<file path="src/rtl/pipeline_control_unit_if.sv">
// Signal bundle between the pipeline control unit and the datapath stage registers.
// The datapath side (master) supplies decode fields and EX status; the control unit (slave) returns control bits.
interface pipeline_control_unit_if #(
  parameter int ADDR_W = 5
);
  logic [6:0]        id_opcode;
  logic [ADDR_W-1:0] id_rs1;
  logic [ADDR_W-1:0] id_rs2;
  logic [ADDR_W-1:0] ex_rd;
  logic              ex_redirect;
  logic              pc_write;
  logic              if_id_write;
  logic              if_id_flush;
  logic              ex_alusrc;
  logic              ex_branch;
  logic              ex_jump;
  logic              ex_jumpreg;
  logic              ex_memread;
  logic              ex_memwrite;
  logic              ex_memtoreg;
  logic              ex_regwrite;
  logic [1:0]        ex_aluop;
  logic              mem_memread;
  logic              mem_memwrite;
  logic              mem_memtoreg;
  logic              mem_regwrite;
  logic              wb_memtoreg;
  logic              wb_regwrite;
  logic              halted;

  modport master (
    output id_opcode, id_rs1, id_rs2, ex_rd, ex_redirect,
    input  pc_write, if_id_write, if_id_flush,
    input  ex_alusrc, ex_branch, ex_jump, ex_jumpreg, ex_memread, ex_memwrite,
    input  ex_memtoreg, ex_regwrite, ex_aluop,
    input  mem_memread, mem_memwrite, mem_memtoreg, mem_regwrite,
    input  wb_memtoreg, wb_regwrite, halted
  );

  modport slave (
    input  id_opcode, id_rs1, id_rs2, ex_rd, ex_redirect,
    output pc_write, if_id_write, if_id_flush,
    output ex_alusrc, ex_branch, ex_jump, ex_jumpreg, ex_memread, ex_memwrite,
    output ex_memtoreg, ex_regwrite, ex_aluop,
    output mem_memread, mem_memwrite, mem_memtoreg, mem_regwrite,
    output wb_memtoreg, wb_regwrite, halted
  );
endinterface

</file>
<file path="src/rtl/pipeline_control_unit.sv">
// RISC-V pipelined main control: opcode decode, ID/EX->EX/MEM->MEM/WB control registers,
// load-use stall, redirect flush and a halt-drain FSM that freezes the core once older work retires.
module pipeline_control_unit #(
  parameter int ADDR_W       = 5,
  parameter int DRAIN_CYCLES = 3
) (
  input logic                    clk,
  input logic                    reset,
  pipeline_control_unit_if.slave bus
);
  typedef struct packed {
    logic       alusrc;
    logic       branch;
    logic       jump;
    logic       jumpreg;
    logic       memread;
    logic       memwrite;
    logic       memtoreg;
    logic       regwrite;
    logic [1:0] aluop;
  } ctrl_t;

  typedef enum logic [1:0] {RUN, DRAIN, HALTED} state_t;

  localparam logic [6:0] OP_R     = 7'b0110011;
  localparam logic [6:0] OP_LOAD  = 7'b0000011;
  localparam logic [6:0] OP_STORE = 7'b0100011;
  localparam logic [6:0] OP_BR    = 7'b1100011;
  localparam logic [6:0] OP_I     = 7'b0010011;
  localparam logic [6:0] OP_LUI   = 7'b0110111;
  localparam logic [6:0] OP_JAL   = 7'b1101111;
  localparam logic [6:0] OP_JALR  = 7'b1100111;
  localparam logic [6:0] OP_HALT  = 7'b1111111;
  localparam logic [ADDR_W-1:0] REG_ZERO = '0;

  function automatic ctrl_t decode(input logic [6:0] op);
    ctrl_t c;
    c = '0;
    case (op)
      OP_R:     begin c.regwrite = 1'b1; c.aluop = 2'b10; end
      OP_LOAD:  begin c.alusrc = 1'b1; c.memread = 1'b1; c.memtoreg = 1'b1; c.regwrite = 1'b1; end
      OP_STORE: begin c.alusrc = 1'b1; c.memwrite = 1'b1; end
      OP_BR:    begin c.branch = 1'b1; c.aluop = 2'b01; end
      OP_I:     begin c.alusrc = 1'b1; c.regwrite = 1'b1; c.aluop = 2'b10; end
      OP_LUI:   begin c.alusrc = 1'b1; c.regwrite = 1'b1; c.aluop = 2'b11; end
      OP_JAL:   begin c.jump = 1'b1; c.regwrite = 1'b1; c.aluop = 2'b01; end
      OP_JALR:  begin c.alusrc = 1'b1; c.jump = 1'b1; c.jumpreg = 1'b1; c.regwrite = 1'b1;
                      c.aluop = 2'b11; end
      default:  c = '0;
    endcase
    return c;
  endfunction

  function automatic logic uses_rs1(input logic [6:0] op);
    return (op == OP_R) || (op == OP_LOAD) || (op == OP_STORE) || (op == OP_BR) ||
           (op == OP_I) || (op == OP_JALR);
  endfunction

  function automatic logic uses_rs2(input logic [6:0] op);
    return (op == OP_R) || (op == OP_STORE) || (op == OP_BR);
  endfunction

  state_t     state_q, state_d;
  logic [3:0] cnt_q, cnt_d;
  logic       halted_q, halted_d;
  ctrl_t      ex_q, ex_d;
  logic [3:0] mem_q, mem_d;   // {memread, memwrite, memtoreg, regwrite}
  logic [1:0] wb_q, wb_d;     // {memtoreg, regwrite}
  ctrl_t      dec;
  logic       load_use;
  logic       pc_write_d, if_id_write_d, if_id_flush_d;

  always_comb begin
    dec      = decode(bus.id_opcode);
    load_use = ex_q.memread && (bus.ex_rd != REG_ZERO) &&
               ((uses_rs1(bus.id_opcode) && (bus.ex_rd == bus.id_rs1)) ||
                (uses_rs2(bus.id_opcode) && (bus.ex_rd == bus.id_rs2)));
    state_d       = state_q;
    cnt_d         = cnt_q;
    ex_d          = '0;
    pc_write_d    = 1'b0;
    if_id_write_d = 1'b0;
    if_id_flush_d = 1'b0;
    mem_d         = {ex_q.memread, ex_q.memwrite, ex_q.memtoreg, ex_q.regwrite};
    wb_d          = {mem_q[1], mem_q[0]};
    case (state_q)
      RUN: begin
        // A redirect makes any HALT in ID wrong-path, so it wins over the halt request.
        if (bus.ex_redirect) begin
          pc_write_d    = 1'b1;
          if_id_write_d = 1'b1;
          if_id_flush_d = 1'b1;
        end else if (bus.id_opcode == OP_HALT) begin
          state_d = DRAIN;
          cnt_d   = 4'(DRAIN_CYCLES);
        end else if (!load_use) begin
          pc_write_d    = 1'b1;
          if_id_write_d = 1'b1;
          ex_d          = dec;
        end
      end
      DRAIN: begin
        cnt_d = cnt_q - 4'd1;
        if (cnt_q == 4'd1) state_d = HALTED;
      end
      HALTED:  state_d = HALTED;
      default: state_d = RUN;
    endcase
    halted_d = (state_d == HALTED);
    if (reset) begin
      pc_write_d    = 1'b0;
      if_id_write_d = 1'b0;
      if_id_flush_d = 1'b1;
    end
  end

  always_ff @(posedge clk or posedge reset) begin
    if (reset) begin
      state_q  <= RUN;
      cnt_q    <= 4'd0;
      halted_q <= 1'b0;
      ex_q     <= '0;
      mem_q    <= 4'd0;
      wb_q     <= 2'd0;
    end else begin
      state_q  <= state_d;
      cnt_q    <= cnt_d;
      halted_q <= halted_d;
      ex_q     <= ex_d;
      mem_q    <= mem_d;
      wb_q     <= wb_d;
    end
  end

  assign bus.pc_write     = pc_write_d;
  assign bus.if_id_write  = if_id_write_d;
  assign bus.if_id_flush  = if_id_flush_d;
  assign bus.ex_alusrc    = ex_q.alusrc;
  assign bus.ex_branch    = ex_q.branch;
  assign bus.ex_jump      = ex_q.jump;
  assign bus.ex_jumpreg   = ex_q.jumpreg;
  assign bus.ex_memread   = ex_q.memread;
  assign bus.ex_memwrite  = ex_q.memwrite;
  assign bus.ex_memtoreg  = ex_q.memtoreg;
  assign bus.ex_regwrite  = ex_q.regwrite;
  assign bus.ex_aluop     = ex_q.aluop;
  assign bus.mem_memread  = mem_q[3];
  assign bus.mem_memwrite = mem_q[2];
  assign bus.mem_memtoreg = mem_q[1];
  assign bus.mem_regwrite = mem_q[0];
  assign bus.wb_memtoreg  = wb_q[1];
  assign bus.wb_regwrite  = wb_q[0];
  assign bus.halted       = halted_q;
endmodule

</file>
<file path="src/flat_wrapper.sv">
// flat-port wrapper written by rule: the top's interface ports become plain ports
module pipeline_control_unit_flat 
#(
  parameter int ADDR_W       = 5,
  parameter int DRAIN_CYCLES = 3
)
  (clk, reset, bus_id_opcode, bus_id_rs1, bus_id_rs2, bus_ex_rd, bus_ex_redirect, bus_pc_write, bus_if_id_write, bus_if_id_flush, bus_ex_alusrc, bus_ex_branch, bus_ex_jump, bus_ex_jumpreg, bus_ex_memread, bus_ex_memwrite, bus_ex_memtoreg, bus_ex_regwrite, bus_ex_aluop, bus_mem_memread, bus_mem_memwrite, bus_mem_memtoreg, bus_mem_regwrite, bus_wb_memtoreg, bus_wb_regwrite, bus_halted);
  pipeline_control_unit_if #(.ADDR_W(ADDR_W)) bus_i ();
  input logic clk;
  input logic reset;
  input wire logic [$bits(bus_i.id_opcode)-1:0] bus_id_opcode;
  input wire logic [$bits(bus_i.id_rs1)-1:0] bus_id_rs1;
  input wire logic [$bits(bus_i.id_rs2)-1:0] bus_id_rs2;
  input wire logic [$bits(bus_i.ex_rd)-1:0] bus_ex_rd;
  input wire logic [$bits(bus_i.ex_redirect)-1:0] bus_ex_redirect;
  output wire logic [$bits(bus_i.pc_write)-1:0] bus_pc_write;
  output wire logic [$bits(bus_i.if_id_write)-1:0] bus_if_id_write;
  output wire logic [$bits(bus_i.if_id_flush)-1:0] bus_if_id_flush;
  output wire logic [$bits(bus_i.ex_alusrc)-1:0] bus_ex_alusrc;
  output wire logic [$bits(bus_i.ex_branch)-1:0] bus_ex_branch;
  output wire logic [$bits(bus_i.ex_jump)-1:0] bus_ex_jump;
  output wire logic [$bits(bus_i.ex_jumpreg)-1:0] bus_ex_jumpreg;
  output wire logic [$bits(bus_i.ex_memread)-1:0] bus_ex_memread;
  output wire logic [$bits(bus_i.ex_memwrite)-1:0] bus_ex_memwrite;
  output wire logic [$bits(bus_i.ex_memtoreg)-1:0] bus_ex_memtoreg;
  output wire logic [$bits(bus_i.ex_regwrite)-1:0] bus_ex_regwrite;
  output wire logic [$bits(bus_i.ex_aluop)-1:0] bus_ex_aluop;
  output wire logic [$bits(bus_i.mem_memread)-1:0] bus_mem_memread;
  output wire logic [$bits(bus_i.mem_memwrite)-1:0] bus_mem_memwrite;
  output wire logic [$bits(bus_i.mem_memtoreg)-1:0] bus_mem_memtoreg;
  output wire logic [$bits(bus_i.mem_regwrite)-1:0] bus_mem_regwrite;
  output wire logic [$bits(bus_i.wb_memtoreg)-1:0] bus_wb_memtoreg;
  output wire logic [$bits(bus_i.wb_regwrite)-1:0] bus_wb_regwrite;
  output wire logic [$bits(bus_i.halted)-1:0] bus_halted;
  assign bus_i.id_opcode = bus_id_opcode;
  assign bus_i.id_rs1 = bus_id_rs1;
  assign bus_i.id_rs2 = bus_id_rs2;
  assign bus_i.ex_rd = bus_ex_rd;
  assign bus_i.ex_redirect = bus_ex_redirect;
  assign bus_pc_write = bus_i.pc_write;
  assign bus_if_id_write = bus_i.if_id_write;
  assign bus_if_id_flush = bus_i.if_id_flush;
  assign bus_ex_alusrc = bus_i.ex_alusrc;
  assign bus_ex_branch = bus_i.ex_branch;
  assign bus_ex_jump = bus_i.ex_jump;
  assign bus_ex_jumpreg = bus_i.ex_jumpreg;
  assign bus_ex_memread = bus_i.ex_memread;
  assign bus_ex_memwrite = bus_i.ex_memwrite;
  assign bus_ex_memtoreg = bus_i.ex_memtoreg;
  assign bus_ex_regwrite = bus_i.ex_regwrite;
  assign bus_ex_aluop = bus_i.ex_aluop;
  assign bus_mem_memread = bus_i.mem_memread;
  assign bus_mem_memwrite = bus_i.mem_memwrite;
  assign bus_mem_memtoreg = bus_i.mem_memtoreg;
  assign bus_mem_regwrite = bus_i.mem_regwrite;
  assign bus_wb_memtoreg = bus_i.wb_memtoreg;
  assign bus_wb_regwrite = bus_i.wb_regwrite;
  assign bus_halted = bus_i.halted;
  pipeline_control_unit #(.ADDR_W(ADDR_W), .DRAIN_CYCLES(DRAIN_CYCLES)) u_core (.clk(clk), .reset(reset), .bus(bus_i));
endmodule
</file>
<file path="config.mk">
export PLATFORM = sky130hd
export DESIGN_NAME = pipeline_control_unit_flat
export DESIGN_NICKNAME = d
export VERILOG_FILES = /design/src/rtl/pipeline_control_unit_if.sv /design/src/rtl/pipeline_control_unit.sv /design/src/flat_wrapper.sv
export SDC_FILE = /design/constraint.sdc
export NUM_CORES = 1
export LEC_CHECK = 0
export BUFFER_PORTS_ARGS = -buffer_cell sky130_fd_sc_hd__buf_2
export CAP_MARGIN = 25
export CORE_MARGIN = 3
export CORE_UTILIZATION = 30
export DETAILED_ROUTE_END_ITERATION = 10
export PLACE_DENSITY = 0.56
export SYNTH_ARGS = -nofsm -noshare
export SYNTH_HDL_FRONTEND = slang
export SYNTH_SLANG_ARGS = --single-unit
</file>
<file path="constraint.sdc">
create_clock -name clk -period 1.8 [get_ports clk]
set_clock_uncertainty 0.15 [all_clocks]
set_input_delay 0.18 -clock clk [delete_from_list [all_inputs] [get_ports clk]]
set_output_delay 0.18 -clock clk [all_outputs]
set_load 0.01 [all_outputs]
</file>
==> impl_results.md <==
* Drt drc at 0
* Syn_nets at about 140
* Tot GR Track Use at approximately an eighth
* DP Wirelength at slightly above 2 mm
* DRT Pass-1 Iters at 2
* Max-slew headroom at about four fifths
* Routed Antenna Nets at 0
* Worst Max-Slew Pin Slew at around 320 ps
* Num CTS Buffers at 3
* Hold depth at 3
* Die width at slightly below 70 um
* EDFF count, synth at 0
* Antenna Diode Count at 0
* Critical path's largest stage delay at roughly 320 ps
* Routability Congestion at slightly below 0.9
* Fill cells at 383
* Slowest cell on the critical path: a211oi_2
* Total Wirelength at roughly 2.5 mm
* Final setup violation count at 0
* Worst r2r path cells at 4
* DRT iter0 DRCs at between 50 and 60
* Status: finished clean
* Final slew viol count at 0
* Power per cell area at about 780 nW/um^2
* Worst R2R Start: u_core.state_q[1]
* Clk buf depth at 2
* Ys flop type: dfrtp_1
* Die height at roughly 68 um
* Placed cell count at roughly 210
* Area post-placement at 1470 sq um
* Most frequent cell after synthesis: dfrtp_1
* Startpoint types: input pin
* Final Core Density at 42.7%
* Synthesized instance count at roughly 120
* Number of core rows at 22
* Max Fclk at between 0.5 and 0.6 GHz
* Share of layout cells above drive strength 1 at about 42%
* Fraction of the yosys area taken by sequential cells at between 40 and 50%
* Worst Hold Slack at about 57 ps
* Crit-path max FO at 2
* Yosys reg bits at 21
* Dominant cell type by area after synthesis: dfrtp_1
* Fraction of registers with async set or reset after synthesis at 100%
* Leak at approximately 0.00077 uW
* Syn_area_per_cell at between 10 and 15 sq um
* Clock Tree Root: clkbuf_8
* First-pass GRT wire length at between 4 and 5 mm
* WL met3 at between 150 and 200 um
* DR WL met2 at about 1.3 mm
* Critical path arrival at 1380 ps
* Fin. Hold Viols at 0
* Synth unique cells at 37
* Synth cell count leaders: dfrtp_1, nand2_1, nor2_1, xor2_1, nor4_1
* Mapped cell area at ~1200 sq um
* Clk sinks at 21
* Port-buffer cells at 44
* Crit end category: output pin
* Syn. warnings at 0
* Layout area overhead at 35.9%
* Reg-to-reg slack, setup at between 200 and 250 ps
* Area taken by flip-flops and latches at 526 sq um
* Post-route insts no fill at roughly 210
* WHS Endpoint: u_core.bus.ex_aluop[0]
* Via density at roughly 4.7
* Critical Path RT at ~1500 ps
* Via count at slightly above 1,000
* FF-to-FF End: u_core.bus.ex_branch
* CTS tree: done
* M1 WL at just under 1 mm
* Total congestion overflow at 0
* Post-route clock period utilization at 95.2%
* Peak supply drop at approximately 0.00028 V
* Synth area leaders: dfrtp_1, xor2_1, nor4_1
* Vias in the first global route at about 1,000
* Initial core utilization at 31.4%
* Final net count at ~190
* Finished layout cell area at roughly 1600 sq um
* Die ar. at ~4700 sq um
* Hold Path Class: input pin to flip-flop
* Total Power at between 1000 and 1500 uW
* Yosys top cell area share at 45.0%
* RSZ-0062 raised after global routing: yes
* Core area at roughly 3700 sq um
* Post-route minimum period at 1710 ps
* CP Class: input pin to output pin
* Clk Latency, worst-skew pair at 260 ps
* Critical Path, Cell by Cell: buf_6, xor2_2, nor4_2, nand3_1, a211oi_2, nor4b_4, buf_2
* Top routing layer in use: met4
* Hold Crit Start: bus_id_opcode[5]
* Multi-input logic area at between 600 and 700 sq um
* Largest net degree at the start of global routing at 22
* I/O pin cnt at 45
* Reg clk slew, reported paths at 70 ps
* H-tree depth at 1
* Antenna violations before repair at 0
* Max-Cap Viols at 0
* Avg WL per Cell at ~12 um
[worst max path at each step]
stage                           startpoint            to  cells past startpoint
after floorplan           bus_id_opcode[6]  bus_pc_write                      7
final                        bus_id_rs2[0]  bus_pc_write                      7
after global placement        bus_ex_rd[1]  bus_pc_write                      7
after global routing         bus_id_rs2[0]  bus_pc_write                      7
after CTS                     bus_ex_rd[1]  bus_pc_write                      7
after detailed placement      bus_ex_rd[1]  bus_pc_write                      7
[timing repair]
action	in CTS	in global routing
hold buffers	1	0
setup buffers	0	0
resized for setup	1	10
setup endpoints to repair	2	2
pin swaps	0	6
endpoints found under the hold margin	21	0
[metrics by stage]
step	worst slack (ps)	setup TNS, ps
2_1_floorplan	175	0
3_3_place_gp	20.6	0
3_5_place_dp	-5.90	-11.5
4_1_cts	54.1	0
5_1_grt	-64.0	-128
6_report	86.0	0
[flip-flops by register name, summed over array words and instances (netlist names), 2 cells and up]
signal,count
u_core.bus.ex_aluop,2
u_core.cnt_q,4
u_core.mem_q,3
u_core.state_q,2
u_core.wb_q,2
[where the power goes]
part / switching, uW / total (uW) / leakage, uW / internal (uW)
logic: 190 / 358 / 0.000469 / 168
registers: 50.7 / 578 / 0.000281 / 527
clock network: 152 / 308 / 0.0000217 / 156
total: 392 / 1240 / 0.000772 / 851
[layout by cell type (no fill, tap or decap), types with 4 or more instances in the layout]
cell / count
buf_2: 40
dfrtp_1: 21
nand2_1: 12
nor2_1: 10
buf_4: 8
xor2_1: 7
nor4_1: 7
a21oi_1: 4
o21ai_0: 4
nor3_1: 4
[worst max-delay path, delay by kind of cell]
family | cells | cell delay, ps
xor gates and xnor gates | 1 | 160
buffers and inverters | 2 | 240
AOI/OAI and AO/OA | 1 | 320
and+or+nand+nor | 3 | 490
[cell type report]
class | instances | share of cell area, %
repair buffers | 52 | 19.1
inverters | 3 | 0.709
clock buffers | 3 | 2.60
clock inverters | 1 | 0.473
flip-flops and latches | 21 | 33.1
well taps | 48 | 3.78
multi-input cells | 86 | 40.2
[cell families after synthesis]
| kind of cell | after synthesis | share of synthesized area [%] |
|---|---|---|
| simple gates | 55 | 28.9 |
| flops | 21 | 45.0 |
| buf+inv | 9 | 4.39 |
| fa+ha+maj | 2 | 2.14 |
| xor+xnor | 12 | 8.99 |
| compound gates | 17 | 10.6 |
[metal layers]
layer	vias to the layer above	global-route usage (%)
met3	5	2.13
met2	37	20.1
met5	-	0
met4	0	7.94
li1	502	-
met1	469	13.9
Note: power is estimated with default switching activity, not from simulation.
